File: src/rtl/versat_databus_arbiter.sv
// Databus arbiter: N masters share one downstream burst port, and the owner is locked until its last beat.
// Define VERSAT_ARB_ROUND_ROBIN_EN to select round-robin arbitration; the default is fixed priority.
module versat_databus_arbiter #(
  parameter int N_MASTERS  = 3,
  parameter int AXI_ADDR_W = 32,
  parameter int DATA_W     = 32
) (
  input  logic                             clk,
  input  logic                             rst,
  input  logic [N_MASTERS-1:0]             databus_valid,
  output logic [N_MASTERS-1:0]             databus_ready,
  input  logic [N_MASTERS*AXI_ADDR_W-1:0]  databus_addr,
  input  logic [N_MASTERS*DATA_W-1:0]      databus_wdata,
  input  logic [N_MASTERS*DATA_W/8-1:0]    databus_wstrb,
  input  logic [N_MASTERS*8-1:0]           databus_len,
  output logic [DATA_W-1:0]                databus_rdata,
  output logic [N_MASTERS-1:0]             databus_last,
  output logic                             m_valid,
  input  logic                             m_ready,
  output logic [AXI_ADDR_W-1:0]            m_addr,
  output logic [DATA_W-1:0]                m_wdata,
  output logic [DATA_W/8-1:0]              m_wstrb,
  output logic [7:0]                       m_len,
  input  logic [DATA_W-1:0]                m_rdata,
  input  logic                             m_last,
  output logic [N_MASTERS-1:0]             grant,
  output logic                             busy
);

  localparam int IdxW = (N_MASTERS > 1) ? $clog2(N_MASTERS) : 1;

  typedef enum logic [0:0] {StIdle, StOwn} state_e;

  state_e          state_q, state_d;
  logic [IdxW-1:0] owner_q, owner_d;
  logic [IdxW-1:0] winner;
  logic            own;
  logic            burst_end;

  // Gating with rst keeps the outputs quiet in the same cycle that reset is raised.
  assign own       = (state_q == StOwn) && !rst;
  assign burst_end = m_valid && m_ready && m_last;
  assign busy      = own;
  assign databus_rdata = m_rdata;

`ifdef VERSAT_ARB_ROUND_ROBIN_EN
  logic [IdxW-1:0] ptr_q, ptr_d;

  always_comb begin
    int  idx;
    logic found;
    idx    = 0;
    found  = 1'b0;
    winner = '0;
    for (int i = 0; i < N_MASTERS; i++) begin
      idx = (int'(ptr_q) + i) % N_MASTERS;
      if (!found && databus_valid[idx]) begin
        winner = IdxW'(idx);
        found  = 1'b1;
      end
    end
  end

  always_comb begin
    ptr_d = ptr_q;
    if (own && burst_end) begin
      ptr_d = (owner_q == IdxW'(N_MASTERS - 1)) ? '0 : owner_q + 1'b1;
    end
  end

  always_ff @(posedge clk or posedge rst) begin
    if (rst) begin
      ptr_q <= '0;
    end else begin
      ptr_q <= ptr_d;
    end
  end
`else
  // Scanning downwards lets the lowest requesting index overwrite the others.
  always_comb begin
    winner = '0;
    for (int i = N_MASTERS - 1; i >= 0; i--) begin
      if (databus_valid[i]) begin
        winner = IdxW'(i);
      end
    end
  end
`endif

  always_comb begin
    state_d = state_q;
    owner_d = owner_q;
    unique case (state_q)
      StIdle: begin
        if (|databus_valid) begin
          owner_d = winner;
          state_d = StOwn;
        end
      end
      StOwn: begin
        if (burst_end) begin
          state_d = StIdle;
        end
      end
      default: state_d = StIdle;
    endcase
  end

  always_ff @(posedge clk or posedge rst) begin
    if (rst) begin
      state_q <= StIdle;
      owner_q <= '0;
    end else begin
      state_q <= state_d;
      owner_q <= owner_d;
    end
  end

  always_comb begin
    grant         = '0;
    databus_ready = '0;
    databus_last  = '0;
    m_valid       = 1'b0;
    m_addr        = '0;
    m_wdata       = '0;
    m_wstrb       = '0;
    m_len         = '0;
    for (int i = 0; i < N_MASTERS; i++) begin
      if (own && (owner_q == IdxW'(i))) begin
        grant[i]         = 1'b1;
        databus_ready[i] = m_ready;
        databus_last[i]  = m_last;
        m_valid          = databus_valid[i];
        m_addr           = databus_addr[i*AXI_ADDR_W +: AXI_ADDR_W];
        m_wdata          = databus_wdata[i*DATA_W +: DATA_W];
        m_wstrb          = databus_wstrb[i*(DATA_W/8) +: (DATA_W/8)];
        m_len            = databus_len[i*8 +: 8];
      end
    end
  end

endmodule

File: config.mk
export PLATFORM = sky130hd
export DESIGN_NAME = versat_databus_arbiter
export DESIGN_NICKNAME = d
export VERILOG_FILES = /design/src/rtl/versat_databus_arbiter.sv
export SDC_FILE = /design/constraint.sdc
export NUM_CORES = 1
export LEC_CHECK = 0
export CAP_MARGIN = 30
export CORE_AREA = 3 3 147 149
export CTS_BUF_LIST = sky130_fd_sc_hd__clkbuf_8
export DETAILED_ROUTE_END_ITERATION = 6
export DIE_AREA = 0 0 150 152
export SETUP_SLACK_MARGIN = 0.5
export SLEW_MARGIN = 20
export SYNTH_ARGS = -nofsm -noshare
export SYNTH_HDL_FRONTEND = slang
export SYNTH_SLANG_ARGS = --single-unit
File: constraint.sdc
create_clock -name clk -period 1.5 [get_ports clk]
set_input_delay 0.3 -clock clk [delete_from_list [all_inputs] [get_ports clk]]
set_output_delay 0.3 -clock clk [all_outputs]
set_load 0.01 [all_outputs]
After elaboration in Yosys (flattened, before gate mapping). Index checks and enable logic that the tools add are counted.

Bitwise operators: 1. Eq/ne operators: 2. Reduce and logical (&&, ||, !) cells: 10. Mux-type cells: 30.

Operator list (count): 32-bit two-way mux (6); 8-bit two-way mux (3); 1-bit two-way mux (14); 4-bit two-way mux (3); 1-bit logical AND (6); 2-bit two-way mux (3); 3-bit OR reduction (1); 2-bit by 1-bit equality test with 1-bit output (second input constant) (1); 2-bit equality test (second input constant) (1); 2-bit zero test (1); 1-bit case mux with 2 select lines (1); 2-bit AND reduction (1); 1-bit zero test (1); 1-bit inverter (1).

Flip-flop bits (word level): 3. Output and inout bits: 119. Input bits: 267. Word-level logic and storage cells: 45.

Longest topological paths before layout. Gate-level depths: netlist (run 1).

Word-level depth: 10. Mapped depth: 6. Mapped depth without buffers: 3.

Worst setup path before layout (run 1). OpenSTA, ideal clock, no wires.

Path type: register -> output. Start: register state_q. End: output databus_last[0]. Path buffers: 1. Stages on the path, launching flop included: 5. Data arrival time: 1327 ps. Setup slack: -127 ps. Data required time: 1200 ps. Path through: dfrtp_1 buf_4 or3b_2 nor2_1 and2_1.

Word-level cells in the longest chain between the ends: 3.

Ends and longest elaborated chain: start: declaration (RTL line 34) `state_e state_q, state_d;`; start signal: assignment (RTL line 111) `state_q <= StIdle;`; start signal: assignment (RTL line 114) `state_q <= state_d;`; 1-bit logical AND (RTL line 41) `assign own = (state_q == StOwn) && !rst;`; 1-bit logical AND (RTL line 129) `if (own && (owner_q == IdxW'(i))) begin`; 1-bit two-way mux (RTL line 129); end: declaration (RTL line 17) `output logic [N_MASTERS-1:0] databus_last,`.

Every way passes these cells.

Worst setup path after layout (run 1).
Start: register state_q. End: output m_wdata[26].

Word-level cells in the longest chain between the ends: 5. Elaborated cells between the ends (all ways): 7. Classes of those cells: mux: 3; reduce/logical: 4.

Ends and longest elaborated chain: 1-bit logical AND * (RTL line 41); 1-bit logical AND (RTL line 129); 32-bit two-way mux (2 in series) (RTL line 129); 32-bit two-way mux * (RTL line 129); end: declaration (RTL line 21) `output logic [DATA_W-1:0] m_wdata,`.

Mark *: on every way between the ends. The rest lies on a longest branch, timed or not.

==> results.toml, run 1 <==
[synthesis]
ys_seq_area_share_pct = 3.704
mappedNetlistArea_um2 = 2027
ys_dominant_reg_cell = "sky130_fd_sc_hd__dfrtp_1"
portion_of_synthesized_cell_area_occupied_by_the_leading_cell_type_pct = 32.84
synthMostInstantiatedCell = "sky130_fd_sc_hd__nand2_1"
yosysUniqueCellTypes = 24
syn-instance-count = 324
ys.warnings.count = 0
synth_top_area_cell = "sky130_fd_sc_hd__a2bb2oi_1"
yosys-top-cells-count = "sky130_fd_sc_hd__nand2_1, sky130_fd_sc_hd__a2bb2oi_1, sky130_fd_sc_hd__o21ai_0, sky130_fd_sc_hd__buf_4, sky130_fd_sc_hd__clkbuf_1"
asyncSetResetFlopFracSynth_pct = 100.0
postSynthNetCount = 591
ys_ff_latch = 3
synth_enable_flop_cells = 0
synthesis.area_per_instance_um2 = 6.256
ys_top_cells_by_area = "sky130_fd_sc_hd__a2bb2oi_1, sky130_fd_sc_hd__o21ai_0, sky130_fd_sc_hd__nand2_1, sky130_fd_sc_hd__buf_4, sky130_fd_sc_hd__dfrtp_1"

[grt]
grt_remaining_overflow = 0
grt_first_pass_wirelength_um = 24450
global_route.usage.total_pct = 13.84
antenna_found_initial = 2
first_global_vias = 3897
grt_max_degree = 39

[layout]
fin_area_um2 = 6686
area_growth_pct = 229.9
layout.nets = 929
fillCellCount = 2162
antenna_cells_inserted = 0
fin_util_pct = 32.94
final_layout_size_suffix_gt1_share_pct = 43.27

[worst_setup_path]
timing.critical_path.arrival_ps = 1750
reg2reg_slack_ps = 40
critPathRequiredTime_ps = 1200
r2r-end = "state_q"
reg2reg_from = "state_q"
timing.critical_path.from_type = "register"
crit_fanout = 5
worstSetupEndpointType = "output pin"
reg2regPathDepth = 6
crit_type = "reg2out"

[sta]
setup-violations-final = 86
final_max_slew_viol_count = 0
min_period_ps = 2049
tightestPinTransition_ps = 329.8
timing.fmax_mhz = 488.0
grt_setup_unrepaired = "true"
relSlewSlack_pct = 77.81
final_min_period_over_clock_period_pct = 136.6
timing.hold.ws_ps = 277.9
final.setup.worst_slack_ps = -549.2
final-hold-violation-count = 0
clock-skew-final_ps = 1.471

[outcome]
outcome = "finished, violations left"
violations = "setup timing"

[floorplanning]
vertical_extent_of_the_die_um = 152
floorplan.initialDensity_pct = 9.985
die-area_um2 = 22800
die_w_um = 150
row_count = 52
core_area_um2 = 20300
io_pins = 386

[route]
antenna_violating_nets_remaining = 0
routed_wire_length_per_instance_um = 19.21
routed_wl_um = 17890
detailedRoute.firstIterationViolations = 185
vias_after_detailed_routing = 3857
drt_first_pass_iters = 4
post_drt_via_cell_ratio = 4.143
drt_drc_violations_left = 0

[clock_tree]
insertion_delay_to_the_later_sink_of_the_worst_skew_pair_ps = 220
clk_root_buffer_cell = "sky130_fd_sc_hd__clkbuf_8"
cts_made_buffers = 3
clock_path_buffers = 2
cts-hold-fix-buffers = 0
tritoncts_num_sinks = 3
cts.reportedPaths.clkPinSlew_ps = 30
cts_tree = "done"
cts-htree-levels = 1

[job]
drv.max_cap_violation_count = 0

[placement]
dpl-instance-area_um2 = 5852
io_buffer_count = 321
gp_weighted_congestion = 0.8522
dpl.hpwl_um = 11940

[power_and_ir_drop]
peak_supply_drop_v = 0.0006039
power_density_nw_per_um2 = 1175
power_leakage_nw = 2.637

[hold_path]
worstHoldPathType = "in2async"
[repair_timing]
action                                  4_1_cts  5_1_grt
pin swaps                                    19       21
cloned                                       13        6
endpoints found under the setup margin       90       90
gates resized for setup                     452       58
hold endpoints to repair                      0        0
buffers inserted                             26        3
[layer usage]
| metal | routed length [um] | part of all wire (%) | track usage, % |
|---|---|---|---|
| met1 | 7011 | 39 | 16.64 |
| met5 | 23 | 0.13 | 0 |
| met2 | 8912 | 50 | 24.64 |
| met4 | 452 | 2.5 | 2.658 |
| met3 | 1489 | 8.3 | 3.783 |
[registers in the layout, indices dropped and copies added (netlist names)]
signal and cells:
owner_q 2, state_q 1
[power breakdown]
group	switching (mW)	internal [mW]
combinational	3.40	4.08
clock	0.0541	0.174
sequential	0.0289	0.114
[stage by stage]
step / power, mW / setup slack [ps] / setup TNS (ps) / cells
3_3_place_gp: 6.343 / -1067 / -84260 / 879
6_report: 7.856 / -549.2 / -39710 / 931
2_1_floorplan: 3.145 / -79.85 / -3843 / 324
5_1_grt: 8.335 / -611.3 / -46610 / 931
4_1_cts: 7.370 / -545.9 / -39770 / 922
3_5_place_dp: 6.368 / -1036 / -84270 / 879
[cell usage in the layout, fill, tap and decap left out, drive strengths merged, types with 2 or more instances in the layout]
cell	count
and3	2
nor2b	2
dfrtp	3
nand2	79
dlygate4sd2	4
nor2	4
clkbuf	8
and2	4
clkdlybuf4s15	2
inv	3
buf	158
clkdlybuf4s50	230
a2bb2oi	76
o21ai	77
[kinds of logic after synthesis]
kind of cell | count (synthesis) | synth area share (%)
flops | 3 | 3.704
simple gates | 95 | 20.25
compound gates | 156 | 53.46
buf+inv | 69 | 22.10
mux | 1 | 0.4938
[area by class of cell]
class	instances	area [um^2]	area share, %
clock inverter	1	3.754	0.05614
clock buffer	3	41.29	0.6175
inverter	2	10.01	0.1497
timing repair buffer	400	4084	61.08
tap	270	337.8	5.052
sequential	3	76.32	1.141
multi-input combinational	252	2133	31.91
[critical path, cell delays in order (launching register included)]
cell and delay [ps]:
sky130_fd_sc_hd__dfrtp_1 360, sky130_fd_sc_hd__buf_4 110, sky130_fd_sc_hd__and4bb_4 320, sky130_fd_sc_hd__buf_8 160
sky130_fd_sc_hd__buf_12 120, sky130_fd_sc_hd__clkbuf_16 140, sky130_fd_sc_hd__nand2_1 60, sky130_fd_sc_hd__a2bb2oi_2 120
sky130_fd_sc_hd__buf_2 130
[worst max-delay path by stage]
stage	start	to	slack, ps	cells past startpoint
6_report	state_q	m_wdata[26]	-550	8
5_1_grt	owner_q[0]	m_addr[23]	-610	8
4_1_cts	owner_q[0]	m_addr[23]	-550	8
3_5_place_dp	rst	m_addr[4]	-1040	8
3_3_place_gp	rst	m_wdata[17]	-1070	6
2_1_floorplan	state_q	m_addr[1]	-80	5
Power figures use the tool's default switching activity.
==> run 2, diff against run 1 <==
- SLEW_MARGIN: 20 -> unset
==> results of run 2 <==
Final layout, timing and power as in run 1 (identical DEF).
==> run 3, diff against run 2 <==
- CORE_AREA: 3 3 147 149 -> 3 3 150 152
- DIE_AREA: 0 0 150 152 -> 0 0 153 155
- RECOVER_POWER: unset -> 25
- clock period: 1.5 -> 2.55 ns (I/O delays scaled with it)
==> run 3 against run 2 <==
Net effect:
- the flow now finishes without violations
- die area rose by 4.0%
- flip-flop and latch count did not move
- worst hold slack improved by 69 ps
- utilization fell by 1.8 points
- sequential power decreased by 38%
- global-route usage decreased by 0.63 points
- register-to-register slack gained 670 ps
- first-iteration DRC count up 15%
- cell count increased by 1.4%
- sequential share of layout area about the same
- clock-buffer cell count unchanged
- routed wire length shrank 0.92%
- largest cell class unchanged
==> results.toml, run 3 (synthesis results as in run 1) <==
[outcome]
outcome = "finished, final reports clean"

[worst_setup_path]
crit_type = "in2out"
timing.critical_path.from_type = "input pin"
critPathRequiredTime_ps = 2040
crit_fanout = 6
reg2reg_from = "owner_q[1]"
timing.critical_path.arrival_ps = 1840
worstSetupEndpointType = "output pin"
crit_path_start = "rst"

[layout]
largest_register = "owner_q"
reg_top3 = "owner_q (2), state_q (1)"
area_growth_pct = 225.1
largest_reg_flops = 2
layout_common_cells = "sky130_fd_sc_hd__clkdlybuf4s50_1, sky130_fd_sc_hd__buf_2, sky130_fd_sc_hd__o21ai_0, sky130_fd_sc_hd__a2bb2oi_2, sky130_fd_sc_hd__nand2_1"
final_layout_size_suffix_gt1_share_pct = 40.96
fin_area_um2 = 6589
layout.nets = 937
antenna_cells_inserted = 0
fin_util_pct = 31.15
layout.cells.most_common = "sky130_fd_sc_hd__clkdlybuf4s50_1"
fillCellCount = 2249

[route]
routed_wire_length_per_instance_um = 18.78
detailedRoute.firstIterationViolations = 212
vias_after_detailed_routing = 3942
post_drt_via_cell_ratio = 4.176
drt_first_pass_iters = 4
antenna_violating_nets_remaining = 0
routed_wl_um = 17730
drt_drc_violations_left = 0

[sta]
clock-skew-final_ps = 1.205
timing.fmax_mhz = 426.4
final_min_period_over_clock_period_pct = 91.97
min_period_ps = 2345
tightestPinTransition_ps = 471.7
final_max_slew_viol_count = 0
grt_setup_unrepaired = "true"
setup-violations-final = 0
final.setup.worst_slack_ps = 204.7
relSlewSlack_pct = 68.22
final-hold-violation-count = 0

[floorplanning]
die-area_um2 = 23720
floorplan.initialDensity_pct = 9.582
io_pins = 386
die_w_um = 153
row_count = 53
core_area_um2 = 21150
vertical_extent_of_the_die_um = 155

[grt]
first_global_vias = 4084
grt_first_pass_wirelength_um = 24620
global_route.usage.total_pct = 13.21
grt_remaining_overflow = 0
grt_max_degree = 55
antenna_found_initial = 0

[job]
drv.max_cap_violation_count = 0

[clock_tree]
cts-hold-fix-buffers = 0
tritoncts_num_sinks = 3
cts-htree-levels = 1
insertion_delay_to_the_later_sink_of_the_worst_skew_pair_ps = 220
clk_root_buffer_cell = "sky130_fd_sc_hd__clkbuf_8"
clock_path_buffers = 2
cts.reportedPaths.clkPinSlew_ps = 30
cts_made_buffers = 3
cts_tree = "done"

[power_and_ir_drop]
power_leakage_nw = 2.736
peak_supply_drop_v = 0.0004229
cellInternalPower_mw = 2.420
p_clk_share_pct = 3.1
swShare_pct = 44.42
p_seq_share_pct = 2.0
comb_power_share_pct = 94.9
power_density_nw_per_um2 = 660.7
net-switching-power_mw = 1.934

[placement]
dpl-instance-area_um2 = 5567
gp_weighted_congestion = 0.8493
dpl.hpwl_um = 12030
dp_slack_ps = -491.0
io_buffer_count = 321

[hold_path]
worstHoldPathType = "in2async"
-- run 3: worst max-delay path: stages --
cell                        delay [ps]
sky130_fd_sc_hd__clkbuf_1          130
sky130_fd_sc_hd__and4bb_4          390
sky130_fd_sc_hd__buf_6             120
sky130_fd_sc_hd__buf_12            110
sky130_fd_sc_hd__buf_12            100
sky130_fd_sc_hd__buf_8             110
sky130_fd_sc_hd__nand2_2            50
sky130_fd_sc_hd__a2bb2oi_1         140
sky130_fd_sc_hd__buf_2             160
-- run 3: metal layers --
layer / up-vias / global-route usage, % / routed length (um)
li1: 1853 / - / -
met1: 1868 / 16.20 / 7200
met2: 189 / 23.22 / 8940
met3: 32 / 2.949 / 1173
met4: 0 / 3.861 / 412
met5: - / 0 / 0
-- run 3: power by group through the flow --
stage	clock network [mW]	logic, mW	registers, mW
final	0.134	4.13	0.0884
after global placement	0	3.43	0.0897
after floorplan	0	1.47	0.0770
after detailed placement	0	3.41	0.0897
after CTS	0.134	3.79	0.0880
after global routing	0.140	4.41	0.0912
-- run 3: per-stage QoR --
stage	total power, mW	setup TNS (ps)	hold slack (ps)	std cells
floorplan	1.551	0	263.6	324
global placement	3.517	-35760	609.9	893
detailed placement	3.504	-35680	615.7	893
CTS	4.015	0	292.8	938
global route	4.641	0	406.2	944
finish	4.353	0	347.2	944
-- run 3: timing repair --
item | in CTS | in global routing
setup endpoints to repair | 88 | 86
gates resized for setup | 432 | 97
setup buffers | 29 | 3
pin swaps | 32 | 58
cloned | 12 | 3
hold endpoints to repair | 0 | 0
-- run 3: final timing paths --
path                                    end  slack (ps)  cells after the start
worst max-delay path            m_wdata[19]         200                      9
worst min-delay path             owner_q[1]         350                      3
worst max register to register      state_q         710                      8
worst min register to register   owner_q[0]         700                      3
max in group asynchronous        owner_q[1]        2060                      3
min in group clk                 owner_q[0]         700                      3
-- run 3: layout make-up --
cell class	instances	area, um^2	share of cell area, %
Clock inverter	1	3.754	0.05697
Multi-Input combinational cell	252	2061	31.28
Inverter	2	7.507	0.1139
Tap cell	275	344.1	5.222
Sequential cell	3	76.32	1.158
Clock buffer	3	41.29	0.6267
Timing Repair Buffer	408	4055	61.55
